`config.mk`:
```
export PLATFORM = sky130hd
export DESIGN_NAME = intersection_phase_scheduler_flat
export DESIGN_NICKNAME = d
export VERILOG_FILES = /design/src/rtl/intersection_phase_scheduler_pkg.sv /design/src/rtl/intersection_phase_scheduler_if.sv /design/src/rtl/intersection_phase_scheduler_phase_timer.sv /design/src/rtl/intersection_phase_scheduler.sv /design/src/flat_wrapper.sv
export SDC_FILE = /design/constraint.sdc
export NUM_CORES = 1
export LEC_CHECK = 0
export ABC_CLOCK_PERIOD_IN_PS = 2400
export CAP_MARGIN = 20
export CORE_MARGIN = 1.5
export CORE_UTILIZATION = 60
export CTS_CLUSTER_DIAMETER = 120
export DETAILED_ROUTE_END_ITERATION = 8
export DONT_BUFFER_PORTS = 1
export GPL_TIMING_DRIVEN = 0
export PLACE_DENSITY_LB_ADDON = 0.2
export SLEW_MARGIN = 20
export SYNTH_ARGS = -nofsm -noshare
export SYNTH_HDL_FRONTEND = slang
export SYNTH_SLANG_ARGS = --single-unit
```
`constraint.sdc`:
```
create_clock -name clk -period 2.4 [get_ports clk]
set_clock_uncertainty 0.15 [all_clocks]
set_input_delay 0.72 -clock clk [delete_from_list [all_inputs] [get_ports clk]]
set_output_delay 0.72 -clock clk [all_outputs]
set_load 0.01 [all_outputs]
```
`src/rtl/intersection_phase_scheduler_pkg.sv`:
```
// Shared lamp codes, phase encoding and lamp decode for intersection control blocks.
package intersection_phase_scheduler_pkg;

    localparam logic [2:0] LIGHT_RED    = 3'b100;
    localparam logic [2:0] LIGHT_YELLOW = 3'b010;
    localparam logic [2:0] LIGHT_GREEN  = 3'b001;

    typedef enum logic [2:0] {
        HWY_GREEN  = 3'd0,
        HWY_YELLOW = 3'd1,
        ALLRED_A   = 3'd2,
        CTY_GREEN  = 3'd3,
        CTY_YELLOW = 3'd4,
        PED_WALK   = 3'd5,
        ALLRED_B   = 3'd6
    } phase_e;

    typedef struct packed {
        logic [2:0] highway;
        logic [2:0] country_road;
        logic       ped_walk;
    } lamps_t;

    // Lamp pattern for a phase; unknown codes show all-red with walk off.
    function automatic lamps_t decode_lamps(input phase_e ph);
        lamps_t l;
        l.highway      = LIGHT_RED;
        l.country_road = LIGHT_RED;
        l.ped_walk     = 1'b0;
        case (ph)
            HWY_GREEN:  l.highway      = LIGHT_GREEN;
            HWY_YELLOW: l.highway      = LIGHT_YELLOW;
            CTY_GREEN:  l.country_road = LIGHT_GREEN;
            CTY_YELLOW: l.country_road = LIGHT_YELLOW;
            PED_WALK:   l.ped_walk     = 1'b1;
            default:    ;
        endcase
        return l;
    endfunction

endpackage

```
`src/rtl/intersection_phase_scheduler_if.sv`:
```
// Sensor inputs and lamp/monitor outputs of the intersection scheduler.
interface intersection_phase_scheduler_if;

    logic       country_req;
    logic       ped_req;
    logic [2:0] highway;
    logic [2:0] country_road;
    logic       ped_walk;
    logic       ped_pending;
    logic [2:0] phase;

    modport master (
        output country_req, ped_req,
        input  highway, country_road, ped_walk, ped_pending, phase
    );

    modport slave (
        input  country_req, ped_req,
        output highway, country_road, ped_walk, ped_pending, phase
    );

endinterface

```
`src/rtl/intersection_phase_scheduler_phase_timer.sv`:
```
// Elapsed-cycle counter: zeroed on reset or phase change, otherwise counts up and saturates.
module intersection_phase_scheduler_phase_timer #(
    parameter int unsigned CNT_W = 8
) (
    input  logic             clk,
    input  logic             clear,
    input  logic             restart,
    output logic [CNT_W-1:0] elapsed
);

    logic [CNT_W-1:0] elapsed_q;
    logic [CNT_W-1:0] elapsed_d;

    always_comb begin
        elapsed_d = elapsed_q;
        if (restart) begin
            elapsed_d = '0;
        end else if (!(&elapsed_q)) begin
            elapsed_d = elapsed_q + CNT_W'(1);
        end
    end

    always_ff @(posedge clk) begin
        if (clear) begin
            elapsed_q <= '0;
        end else begin
            elapsed_q <= elapsed_d;
        end
    end

    assign elapsed = elapsed_q;

endmodule

```
`src/rtl/intersection_phase_scheduler.sv`:
```
// Highway/country intersection sequencer with a latched pedestrian walk phase.
module intersection_phase_scheduler
    import intersection_phase_scheduler_pkg::*;
#(
    parameter int unsigned GREEN_MIN = 4,
    parameter int unsigned GREEN_MAX = 10,
    parameter int unsigned YELLOW_T  = 2,
    parameter int unsigned ALLRED_T  = 1,
    parameter int unsigned PED_T     = 3,
    parameter int unsigned CNT_W     = 8
) (
    input  logic                          clk,
    input  logic                          clear,
    intersection_phase_scheduler_if.slave bus
);

    // Last elapsed value of each interval; the exit decision is taken at that edge.
    localparam logic [CNT_W-1:0] GMIN_LAST = CNT_W'(GREEN_MIN - 1);
    localparam logic [CNT_W-1:0] GMAX_LAST = CNT_W'(GREEN_MAX - 1);
    localparam logic [CNT_W-1:0] YEL_LAST  = CNT_W'(YELLOW_T - 1);
    localparam logic [CNT_W-1:0] ARED_LAST = CNT_W'(ALLRED_T - 1);
    localparam logic [CNT_W-1:0] PED_LAST  = CNT_W'(PED_T - 1);

    phase_e           state_q;
    phase_e           state_d;
    logic             ped_pending_q;
    logic             ped_pending_d;
    lamps_t           lamps_q;
    lamps_t           lamps_d;
    logic             state_change;
    logic [CNT_W-1:0] elapsed;

    intersection_phase_scheduler_phase_timer #(
        .CNT_W (CNT_W)
    ) u_phase_timer (
        .clk     (clk),
        .clear   (clear),
        .restart (state_change),
        .elapsed (elapsed)
    );

    always_comb begin
        state_d       = state_q;
        ped_pending_d = ped_pending_q | bus.ped_req;
        lamps_d       = decode_lamps(state_q);
        state_change  = 1'b0;

        case (state_q)
            HWY_GREEN: begin
                if (elapsed >= GMIN_LAST && (bus.country_req || ped_pending_q)) begin
                    state_d = HWY_YELLOW;
                end
            end
            HWY_YELLOW: begin
                if (elapsed == YEL_LAST) state_d = ALLRED_A;
            end
            ALLRED_A: begin
                if (elapsed == ARED_LAST) state_d = ped_pending_q ? PED_WALK : CTY_GREEN;
            end
            CTY_GREEN: begin
                if ((elapsed >= GMIN_LAST && !bus.country_req) || elapsed == GMAX_LAST) begin
                    state_d = CTY_YELLOW;
                end
            end
            CTY_YELLOW: begin
                if (elapsed == YEL_LAST) state_d = ALLRED_B;
            end
            PED_WALK: begin
                if (elapsed == PED_LAST) state_d = ALLRED_B;
            end
            ALLRED_B: begin
                if (elapsed == ARED_LAST) state_d = HWY_GREEN;
            end
            default: state_d = HWY_GREEN;
        endcase

        // Entering the walk serves the request, even one arriving on that same edge.
        if (state_d == PED_WALK && state_q != PED_WALK) begin
            ped_pending_d = 1'b0;
        end

        state_change = (state_d != state_q);
        lamps_d      = decode_lamps(state_d);
    end

    always_ff @(posedge clk) begin
        if (clear) begin
            state_q       <= HWY_GREEN;
            ped_pending_q <= 1'b0;
            lamps_q       <= decode_lamps(HWY_GREEN);
        end else begin
            state_q       <= state_d;
            ped_pending_q <= ped_pending_d;
            lamps_q       <= lamps_d;
        end
    end

    assign bus.highway      = lamps_q.highway;
    assign bus.country_road = lamps_q.country_road;
    assign bus.ped_walk     = lamps_q.ped_walk;
    assign bus.ped_pending  = ped_pending_q;
    assign bus.phase        = 3'(state_q);

endmodule

```
`src/flat_wrapper.sv`:
```
// flat-port wrapper written by rule: the top's interface ports become plain ports
module intersection_phase_scheduler_flat import intersection_phase_scheduler_pkg::*;
#(
    parameter int unsigned GREEN_MIN = 4,
    parameter int unsigned GREEN_MAX = 10,
    parameter int unsigned YELLOW_T  = 2,
    parameter int unsigned ALLRED_T  = 1,
    parameter int unsigned PED_T     = 3,
    parameter int unsigned CNT_W     = 8
)
  (clk, clear, bus_country_req, bus_ped_req, bus_highway, bus_country_road, bus_ped_walk, bus_ped_pending, bus_phase);
  intersection_phase_scheduler_if bus_i ();
  input  logic clk;
  input  logic clear;
  input wire logic [$bits(bus_i.country_req)-1:0] bus_country_req;
  input wire logic [$bits(bus_i.ped_req)-1:0] bus_ped_req;
  output wire logic [$bits(bus_i.highway)-1:0] bus_highway;
  output wire logic [$bits(bus_i.country_road)-1:0] bus_country_road;
  output wire logic [$bits(bus_i.ped_walk)-1:0] bus_ped_walk;
  output wire logic [$bits(bus_i.ped_pending)-1:0] bus_ped_pending;
  output wire logic [$bits(bus_i.phase)-1:0] bus_phase;
  assign bus_i.country_req = bus_country_req;
  assign bus_i.ped_req = bus_ped_req;
  assign bus_highway = bus_i.highway;
  assign bus_country_road = bus_i.country_road;
  assign bus_ped_walk = bus_i.ped_walk;
  assign bus_ped_pending = bus_i.ped_pending;
  assign bus_phase = bus_i.phase;
  intersection_phase_scheduler #(.GREEN_MIN(GREEN_MIN), .GREEN_MAX(GREEN_MAX), .YELLOW_T(YELLOW_T), .ALLRED_T(ALLRED_T), .PED_T(PED_T), .CNT_W(CNT_W)) u_core (.clk(clk), .clear(clear), .bus(bus_i));
endmodule
```
# == Yosys cells after proc, flatten, opt, wreduce, memory -nomap -nowiden ==
# Index checks and enable logic that the tools add are counted.
# word_totals
register_bits,19
latchBits,0
ramBits,0
rom_bits,0
input_bits,4
out_inout_bits,11
wordCells,48
n_memories,0
# classes
addsub,1
multipliers,0
div,0
order_cmp,1
n_eq_ne,15
shift,0
mux,12
bitwise_logic,1
reduce_logical,12
# ops
cell,n
3-bit 2-to-1 mux,8
3-bit one-hot mux with 7 select lines,1
"3-bit == test, second input constant",5
3-bit one-hot mux with 2 select lines,2
"3-bit by 2-bit == test with 1-bit output, second input constant",3
"8-bit by 1-bit adder with 8-bit output, second input constant",1
"8-bit by 1-bit == test with 1-bit output, second input constant",1
"8-bit by 2-bit == test with 1-bit output, second input constant",1
"8-bit by 4-bit == test with 1-bit output, second input constant",1
"8-bit by 2-bit >= comparator with 1-bit output, second input constant",1
8-bit logical NOT,1
8-bit AND reduction,1
"3-bit by 1-bit == test with 1-bit output, second input constant",2
3-bit logical NOT,2
2-bit OR reduction,2
1-bit logical AND,3
3-bit inequality test,1
"3-bit inequality test, second input constant",1
1-bit logical OR,2
1-bit logical NOT,1
1-bit 2-to-1 mux,1
1-bit OR,1

# == Longest topological paths before layout ==
# depth
ltp_word,8
mapped_depth,8
ltp_nobuf,8

# == Hierarchy ==
# A second synthesis with hierarchy kept.
# hier_totals
cells_unflattened,120
area_unflattened_um2,1008.5
# modules_own_cells
mod,instances,cells_per_inst,area_per_inst_um2,seq_area_each_um2
intersection_phase_scheduler,1,75,609.3,220.2
intersection_phase_scheduler_phase_timer,1,45,399.1,160.2

# == Worst setup path before layout ==
# No wires, ideal clock.
# synth_path
kind,reg2reg
from,register u_core.u_phase_timer.elapsed_q[1] (netlist: u_core.u_phase_timer.elapsed[1])
to,register u_core.u_phase_timer.elapsed_q[2] (netlist: u_core.u_phase_timer.elapsed[2])
setup_ns,0.073
arrival_ns,1.850
required_time_ns,2.177
path_slack_ns,0.327
stages_incl_launch_ff,8
n_path_buf,0
period_less_slack_ns,2.073
cell_sequence,dfxtp_1 -> inv_1 -> ha_1 -> mux2_4 -> a22oi_1 -> o21ai_0 -> a311o_4 -> nor3_2
# synth_between
elab_chain_cells,7
word_cells_on_any_way,20
cone_classes,1 x add/sub; 1 x order compare; 4 x eq/ne; 8 x mux; 6 x reduce/logical
# synth_lines
item,line,rtl
start: declaration,intersection_phase_scheduler_phase_timer.sv:11,logic [CNT_W-1:0] elapsed_q;
start signal: assignment,intersection_phase_scheduler_phase_timer.sv:27,elapsed_q <= elapsed_d;
8-bit by 2-bit >= comparator with 1-bit output,"intersection_phase_scheduler.sv:50, intersection_phase_scheduler.sv:61",
1-bit logical AND,intersection_phase_scheduler.sv:61,if ((elapsed >= GMIN_LAST && !bus.country_req) || elapsed == GMAX_LAST) begin
1-bit logical OR,intersection_phase_scheduler.sv:61,
3-bit 2-to-1 mux,intersection_phase_scheduler.sv:61,
3-bit one-hot mux with 7 select lines,intersection_phase_scheduler.sv:48,case (state_q)
3-bit inequality test,intersection_phase_scheduler.sv:82,state_change = (state_d != state_q);
2-bit OR reduction (no line),-,
# Parallel ways exist; a longest one is shown, timed or not.
# A chain may end at the register's enable or synchronous reset.

# == Worst setup path in the final report ==
# layout_path
from,register u_core.u_phase_timer.elapsed_q[1] (netlist: u_core.u_phase_timer.elapsed[1])
to,register u_core.u_phase_timer.elapsed_q[7] (netlist: u_core.u_phase_timer.elapsed[7])
# The elaborated chain is that of the path after synthesis.

==> results_dict.tcl <==
set metrics [dict create \
    fillers 146 \
    drtIter0Drc 14 \
    synth-compound-area-share_pct 13.3 \
    max_slew_margin_pct 74.1 \
    die_height_um 45.9 \
    final_layout_size_suffix_gt1_share_pct 23.6 \
    synth_edf_count 0 \
    netlist_top_cells_area "dfxtp_1, nor2_1, ha_1" \
    setup-tns-final_ns 0 \
    critical_path_class "flip-flop to flip-flop" \
    hold-path-endpoint "u_core.bus.ped_pending$_SDFF_PP0_" \
    arrival_ns 2.29 \
    n_antenna_cell 0 \
    ant_nets 0 \
    grt_pass1_wl_um 3120 \
    mostFrequentLayoutCell "nor2_1" \
    fin_nets 136 \
    die_area_um2 2110 \
    critPathTopFamily "compound AO/OA/AOI/OAI gates" \
    clockPowerShare_pct 17.0 \
    powerDensity_nw_per_um2 790 \
    p_sw_uw 337 \
    p_leak_uw 0.000471 \
    worst_hold_startpoint "clear" \
    clock-sinks 19 \
    synth_top_area_share_pct 34.5 \
    layout_common_cells "nor2_1, dfxtp_1, inv_1, nand2_1, nand3_1" \
    coreArea_um2 1730 \
    ctsHoldBuffers 0 \
    synth_top_family_by_area "simple AND/OR/NAND/NOR gates" \
    start_util_pct 63.9 \
    start_kind "flip-flop" \
    status "complete, no violations" \
    r2r_cells 7 \
    grt_max_degree 12 \
    timing.final.hold_violations 0 \
    async_flop_share_pct 0 \
    period_share_pct 92.4 \
    rsz0062_at_grt "no" \
    antenna_found_initial 0 \
    vias 862 \
    met1_usage_pct 23.6 \
    synth_area_um2 1100 \
    synth_xor_area_share_pct 3.17 \
    cts.clk_slew.worst_paths_ns 0.11 \
    wl_um 1850 \
    rr_endpoint "u_core.u_phase_timer.elapsed[7]$_SDFFE_PP0N_" \
    yosys.area.top_type "dfxtp_1" \
    path_buf_inv 1 \
    cts_htree_levels 1 \
    synthSimpleGateAreaFrac_pct 33.6 \
    track_usage_pct 20.1 \
    first_pass_iters 4 \
    cp_slowest_cell "a311o_4" \
    numCtsBuffers 3 \
    first_global_vias 762 \
    utilization_pct 67.4 \
    ctsResizeCount 0 \
    min_path_type "input port to flip-flop" \
    drc 0 \
    grt-busiest-layer "met2" \
    r2r-start "u_core.u_phase_timer.elapsed[1]$_SDFFE_PP0N_" \
    drv_slew 0 \
    rows 15 \
    r2r_setup_slack_ns 0.18 \
    p_comb_share_pct 38.1 \
    clockBufferDepth 2 \
    post_drt_wl_per_cell_um 12.2 \
    gp_congestion 0.847 \
    path_cells "inv_1 > ha_1 > mux2_4 > a22oi_1 > o21ai_1 > a311o_4 > nor3_2" \
    chipWidth_um 45.9 \
    grt_use_met2_pct 37.2 \
    io_pins 15 \
    ir_drop_v 0.000497 \
    syn_area_per_cell_um2 8.97 \
    cts_tree "built" \
    cap_violations 0 \
    place.detailed.hpwl_um 1420 \
    grt.overflow.total 0 \
    fin_crit_ns 2.22 \
    tightest_slew_ns 0.386 \
    p_int_uw 583 \
    synth_ff_type "dfxtp_1" \
    worst_path_largest_cell_delay_ns 0.48 \
    port-buffer-count 0 \
    cts_setup_buffers 0 \
    worstPathRequired_ns 2.47 \
    clock_latency_ns 0.29 \
    max_freq_mhz 451 \
    hold_path_depth 1 \
    seq_power_share_pct 44.8 \
    sw_frac_of_total_pct 36.6 \
    synthAdderAreaFrac_pct 4.54 \
    ys_seq_area_share_pct 34.5 \
    synthCells 123 \
    setup_violations 0 \
    synthDistinctLibCells 45 \
    grtUsageMet3_pct 3.17 \
    endpoint_kind "flip-flop" \
    synthToLayoutAreaGrowth_pct 5.44 \
    yosys_warnings 0 \
    vias_per_cell 5.67 \
    synthesis.nets 131 \
    synthMuxAreaShare_pct 4.08 \
    critPathMaxFanout 8 \
    clockRootBuffer "clkbuf_4" \
    ys_ff_latch 19 \
]
-- flip-flops by register name, indices dropped and copies added, names as in the netlist --
signal and cells:
u_core.bus.country_road 3, u_core.bus.highway 3, u_core.bus.phase 3, u_core.u_phase_timer.elapsed 8, u_core.bus.ped_walk 1, u_core.bus.ped_pending 1
-- cell type report --
class,count,area (um^2),area share (%)
tap,25,31.3,2.69
multi-input combinational,92,647,55.6
inverter,7,26.3,2.26
clock buffer,3,22.5,1.94
sequential,19,382,32.8
clock inverter,1,5.00,0.430
buffer,5,50.0,4.30
-- worst max-delay path by stage --
stage          cells past startpoint                                      endpoint                                         start
3_5_place_dp                       7  u_core.u_phase_timer.elapsed[2]$_SDFFE_PP0N_  u_core.u_phase_timer.elapsed[1]$_SDFFE_PP0N_
5_1_grt                            7  u_core.u_phase_timer.elapsed[2]$_SDFFE_PP0N_  u_core.u_phase_timer.elapsed[0]$_SDFFE_PP0N_
4_1_cts                            7  u_core.u_phase_timer.elapsed[7]$_SDFFE_PP0N_  u_core.u_phase_timer.elapsed[1]$_SDFFE_PP0N_
6_report                           7  u_core.u_phase_timer.elapsed[7]$_SDFFE_PP0N_  u_core.u_phase_timer.elapsed[1]$_SDFFE_PP0N_
2_1_floorplan                      7  u_core.u_phase_timer.elapsed[2]$_SDFFE_PP0N_  u_core.u_phase_timer.elapsed[1]$_SDFFE_PP0N_
3_3_place_gp                       7  u_core.u_phase_timer.elapsed[7]$_SDFFE_PP0N_  u_core.u_phase_timer.elapsed[1]$_SDFFE_PP0N_
-- worst reg2reg max path, cell delays in order, from the launching register on --
cell	delay [ns]
dfxtp_2	0.38
inv_1	0.06
ha_1	0.22
mux2_4	0.29
a22oi_1	0.25
o21ai_1	0.14
a311o_4	0.48
nor3_2	0.18
-- cells in the mapped netlist, types with 2 or more instances --
master and number:
nor2_1 26, dfxtp_1 19, inv_1 7, nand2_1 7
nand3_1 6, ha_1 4, nor3_2 4, mux2i_1 3
xnor2_1 3, a211oi_1 2, a31oi_1 2, and3_1 2
and3_2 2, clkbuf_8 2, nor4_4 2, o21ai_0 2
o21ai_2 2
-- through the flow --
step / area, um^2 / worst slack [ns] / hold slack, ns / power [uW] / cells
floorplan: 1100 / 0.327 / 0.390 / 710 / 123
detailed placement: 1130 / 0.126 / 0.434 / 769 / 148
global route: 1160 / 0.0495 / 0.314 / 996 / 152
CTS: 1160 / 0.0916 / 0.327 / 925 / 152
finish: 1160 / 0.181 / 0.331 / 919 / 152
global placement: 1130 / 0.156 / 0.419 / 761 / 148
-- kinds of logic (layout without fill, tap and decap cells) --
group	count (synthesis)	after routing
AND/OR/NAND/NOR	63	63
multiplexers	4	4
adder cells (fa/ha/maj)	4	4
buffers and inverters	12	16
AO/OA/AOI/OAI	17	17
flip-flops	19	19
XOR/XNOR	4	4
-- power by group through the flow --
stage	Clock (uW)	Sequential, uW	Combinational (uW)
floorplan	0	410	300
detailed placement	0	418	352
CTS	163	411	352
global route	176	420	400
global placement	0	417	345
finish	157	412	351
-- layer usage --
metal / part of all wire, % / vias up
met5: 0 / -
li1: - / 431
met1: 42 / 395
met3: 4.5 / 6
met4: 1.7 / 0
met2: 51 / 30
(Power assumes the default switching activity.)
==> patch 1, RTL diff (config.mk and constraints unchanged) <==
`CNT_W` is set to 8 in 3 places; all go to 7.
--- a/src/rtl/intersection_phase_scheduler_phase_timer.sv
+++ b/src/rtl/intersection_phase_scheduler_phase_timer.sv
@@ -1,6 +1,6 @@
 // Elapsed-cycle counter: zeroed on reset or phase change, otherwise counts up and saturates.
 module intersection_phase_scheduler_phase_timer #(
-    parameter int unsigned CNT_W = 8
+    parameter int unsigned CNT_W = 7
 ) (
     input  logic             clk,
     input  logic             clear,
--- a/src/rtl/intersection_phase_scheduler.sv
+++ b/src/rtl/intersection_phase_scheduler.sv
@@ -7,7 +7,7 @@
     parameter int unsigned YELLOW_T  = 2,
     parameter int unsigned ALLRED_T  = 1,
     parameter int unsigned PED_T     = 3,
-    parameter int unsigned CNT_W     = 8
+    parameter int unsigned CNT_W     = 7
 ) (
     input  logic                          clk,
     input  logic                          clear,
--- a/src/flat_wrapper.sv
+++ b/src/flat_wrapper.sv
@@ -6,7 +6,7 @@
     parameter int unsigned YELLOW_T  = 2,
     parameter int unsigned ALLRED_T  = 1,
     parameter int unsigned PED_T     = 3,
-    parameter int unsigned CNT_W     = 8
+    parameter int unsigned CNT_W     = 7
 )
   (clk, clear, bus_country_req, bus_ped_req, bus_highway, bus_country_road, bus_ped_walk, bus_ped_pending, bus_phase);
   intersection_phase_scheduler_if bus_i ();
Behaviour: no difference found for any inputs over 10 cycles, from zero or initial values; that may be too few to reach the edited logic, so the function may still have changed.
==> patch 1 against the unedited design <==
Area after synthesis shrank 18%. Synthesized cell count shrank 19%. Critical path depth shrank 2. Die area shrank 17%. Combinational power grew 48%. Routed wire length shrank 0.54%. Setup slack lost 0.13 ns. Final area shrank 16%. Power grew 31%. Via count shrank 11%. Sequential cell count shrank 1. Core utilization grew 5.1 points. Critical endpoint is now u_core.bus.highway[0]. Largest cell class unchanged.
==> patch 1: results <==
set metrics [dict create \
    placed_area_sq_um 918.4 \
    clkPwrFrac_pct 15.2 \
    ff2ff_setup_slack_ns 0.05 \
    worst_hold_slack_ns 0.4197 \
    timing.rr.end "u_core.bus.highway[0]" \
    synth_top_cells_by_count "18 x dfxtp_1, 15 x nor2_1, 7 x inv_1" \
    worst_r2r_path_depth 5 \
    cts_setup_buffers 0 \
    wl_met2_um 840 \
    grt_pass1_vias 672 \
    grt_max_degree 11 \
    synth_area_leaders "dfxtp_1 40%, nor2_1 6.3%, ha_1 5.6%, inv_1 2.9%, nand3_1 2.8%" \
    hold_class "reg -> reg" \
    power_mw 1.203 \
    hold-path-endpoint "u_core.u_phase_timer.elapsed[2]" \
    arrival_ns 2.39 \
    ys_seq_area_share_pct 40.06 \
    cp_max_fo 7 \
    peakVddDrop_uv 573.1 \
    fin_cells 119 \
    slew_headroom_pct 56.73 \
    holdPathStages 2 \
    hold_start "u_core.u_phase_timer.elapsed[2]" \
    place_ws_ns 0.1146 \
    grt_pass1_wl_um 2898 \
    wl_met3_um 106 \
    crit_family "simple AND/OR/NAND/NOR gates" \
    outcome "finished, final reports clean" \
    wl_met1_um 839 \
    crit_end "u_core.bus.highway[0]" \
    fillers 118 \
    synth_cell_type_count 41 \
    total_leakage_power_nw 0.3614 \
    vias 766 \
    drive_above_1_share_pct 15.38 \
    use_met1_pct 27.79 \
    postSynthCellCount 100 \
    grtUsageTotal_pct 21.42 \
    crit_slowest_cell "or4_4" \
    cp_slowest_stage_delay_ns 0.60 \
    nNetsFinal 113 \
    combPwrFrac_pct 43.2 \
    met2_usage_pct 33.13 \
    globalplace.congestion 0.8986 \
    largest_reg_flops 7 \
    finalCritPeriodShare_pct 98.03 \
    cp-startpoint "u_core.u_phase_timer.elapsed[4]" \
    wirelength_um 1842 \
]
## patch 1: cell types whose count changed after synthesis, moves of 2 or more
cell	before	now
a21oi_1	1	3
and3_2	2	0
clkbuf_8	2	0
mux2i_1	3	0
nand2_1	7	4
nor2_1	26	15
nor3_1	1	5
nor3_2	4	0
nor4_1	0	3
nor4_4	2	0
o21ai_2	2	0
## patch 1: area by class of cell
type,count,area (sq um),share of cell area (%)
plain buffers,1,3.754,0.3836
well taps,15,18.77,1.918
flip-flops and latches,18,360.3,36.83
multi-input cells,74,533.0,54.48
clock buffers,4,36.28,3.708
inverters,7,26.28,2.685
## patch 1: cells by family (layout without fill, tap and decap cells)
logic type	count (synthesis)	in the layout	synth area share, %
muxes	1	1	1.252
and+or+nand+nor	45	45	27.82
adders and majority gates	4	4	5.564
buffers and inverters	8	12	3.338
DFF	18	18	40.06
AOI/OAI and AO/OA	22	22	20.03
xor gates and xnor gates	2	2	1.948
==> patch 2, RTL diff (same settings) <==
Made on the original files. Add an input register stage for `clear`; this delays it by one clock. The other inputs are not delayed to match.
--- a/src/rtl/intersection_phase_scheduler.sv
+++ b/src/rtl/intersection_phase_scheduler.sv
@@ -21,6 +21,12 @@
     localparam logic [CNT_W-1:0] ARED_LAST = CNT_W'(ALLRED_T - 1);
     localparam logic [CNT_W-1:0] PED_LAST  = CNT_W'(PED_T - 1);
 
+    logic clear_q;
+
+    always_ff @(posedge clk) begin
+        clear_q <= clear;
+    end
+
     phase_e           state_q;
     phase_e           state_d;
     logic             ped_pending_q;
@@ -34,7 +40,7 @@
         .CNT_W (CNT_W)
     ) u_phase_timer (
         .clk     (clk),
-        .clear   (clear),
+        .clear   (clear_q),
         .restart (state_change),
         .elapsed (elapsed)
     );
@@ -84,7 +90,7 @@
     end
 
     always_ff @(posedge clk) begin
-        if (clear) begin
+        if (clear_q) begin
             state_q       <= HWY_GREEN;
             ped_pending_q <= 1'b0;
             lamps_q       <= decode_lamps(HWY_GREEN);
Formal check against the unedited RTL: not equivalent (Yosys sat finds a counterexample within 4 cycles, from zero or initial values).
==> patch 2 against the unedited design <==
Combinational power up 13%. Synthesized cell count is 1.6% higher. Sequential cell count is 1 higher. Area after synthesis rose by 4.5%. Largest cell class unchanged. Power increased by 20%. Sequential share of layout area shrank 1.3 points. Setup slack got worse by 0.097 ns. Final area grew 9.8%. Routed wire length increased by 33%.
==> patch 2: results <==
set metrics [dict create \
    drive_above_1_share_pct 24.43 \
    worst_pin_slew_ns 0.5419 \
    synth_top_cells_by_count "20 x dfxtp_1, 15 x nor2_1, 7 x inv_1, 7 x nand2_1, 7 x nor3_1" \
    outcome "finished, final reports clean" \
    cp_slowest_stage_delay_ns 0.52 \
    largest_reg_flops 8 \
    grt_pass1_vias 813 \
    vias 954 \
    cp_max_fo 7 \
    total_leakage_power_nw 0.4823 \
    grt_pass1_wl_um 3857 \
    synth_fa_ha_area_share_pct 4.338 \
    ff2ff_setup_slack_ns 0.08 \
    switching_share_pct 35.74 \
    place_ws_ns -0.06983 \
    synth_mux_area_share_pct 3.688 \
    holdPathStages 0 \
    drt_iter0_drc 18 \
    placed_area_sq_mm 0.001185 \
    nNetsFinal 140 \
    routedWlPerCell_um 15.76 \
    synth_cell_type_count 47 \
    crit_slowest_cell "a2111oi_4" \
    synth_area_leaders "dfxtp_1 35%, nor2_1 4.9%, ha_1 4.3%, nor3_1 3.0%, a2111oi_4 2.4%" \
    peakVddDrop_uv 679.6 \
    globalplace.congestion 0.8471 \
    clock_latency_ns 0.32 \
    r2r-start "u_core.u_phase_timer.elapsed[0]" \
    ys_warn_count 0 \
    synth_xor_area_share_pct 3.037 \
    hold-path-endpoint "u_core.clear_q" \
    timing.rr.end "u_core.bus.country_road[2]" \
    syn_nets 133 \
    grt_max_degree 13 \
    fin_crit_ns 2.316 \
]
## patch 2: cell types whose count changed in the layout (fill, tap and decap cells not counted), sizes merged, moves of 2 or more
cell | unedited run | this run
nand3 | 6 | 3
buf | 2 | 4
and3 | 5 | 3
nor3 | 5 | 10
nor2 | 27 | 16
nor4 | 2 | 5
a31o | 0 | 2
or2 | 2 | 0
## patch 2: stage by stage
stage / instances / hold slack [ns]
floorplan: 125 / 0.2864
global placement: 150 / 0.3126
detailed placement: 150 / 0.3158
CTS: 154 / 0.2651
global route: 156 / 0.2557
finish: 156 / 0.2650
## patch 2: logic make-up (layout without fill, tap and decap cells)
family                   after synthesis  count (layout)
AO/OA/AOI/OAI                         24              24
XOR/XNOR                               4               4
adder cells (fa/ha/maj)                4               4
buffers and inverters                 12              18
flip-flops                            20              20
multiplexers                           4               4
AND/OR/NAND/NOR                       57              57
## patch 2: worst max path at each step
stage                                                  to  slack (ns)  depth (start not counted)
after CTS                      u_core.bus.country_road[2]        0.03                          8
final                          u_core.bus.country_road[2]        0.08                          7
after detailed placement       u_core.bus.country_road[2]       -0.07                          8
after floorplan                u_core.bus.country_road[2]        0.19                          8
after global routing      u_core.u_phase_timer.elapsed[1]       -0.01                          7
after global placement         u_core.bus.country_road[2]       -0.06                          8
## patch 2: power groups by stage
stage               registers [mW]  clock network [mW]  logic, mW
floorplan                    0.418                   0      0.284
global placement             0.425                   0      0.339
detailed placement           0.429                   0      0.346
CTS                          0.421               0.285      0.354
global route                 0.432               0.296      0.427
finish                       0.425               0.286      0.395
## patch 2: area by class of cell
class	count	area, sq um
multi-input cells	93	726.9
well taps	25	31.28
clock inverters	1	30.03
fillers	155	486.7
plain buffers	5	22.52
inverters	7	26.28
clock buffers	3	22.52
repair buffers	2	15.01
flip-flops and latches	20	402.9
## patch 2: routing by layer
layer  track usage [%]  share of wire, %  vias to the layer above
met5                 0                 0                        -
met4             11.67               2.1                        0
met3             4.231               4.1                        5
met2             38.63                48                       33
met1             34.57                46                      452
li1                  -                 -                      464
## patch 2: timing repair
item / 4_1_cts / 5_1_grt
buffers inserted: 0 / 2
hold endpoints to repair: 0 / 0
setup endpoints to repair: 1 / 11
pin swaps: 0 / 4
resized for setup: 2 / 6
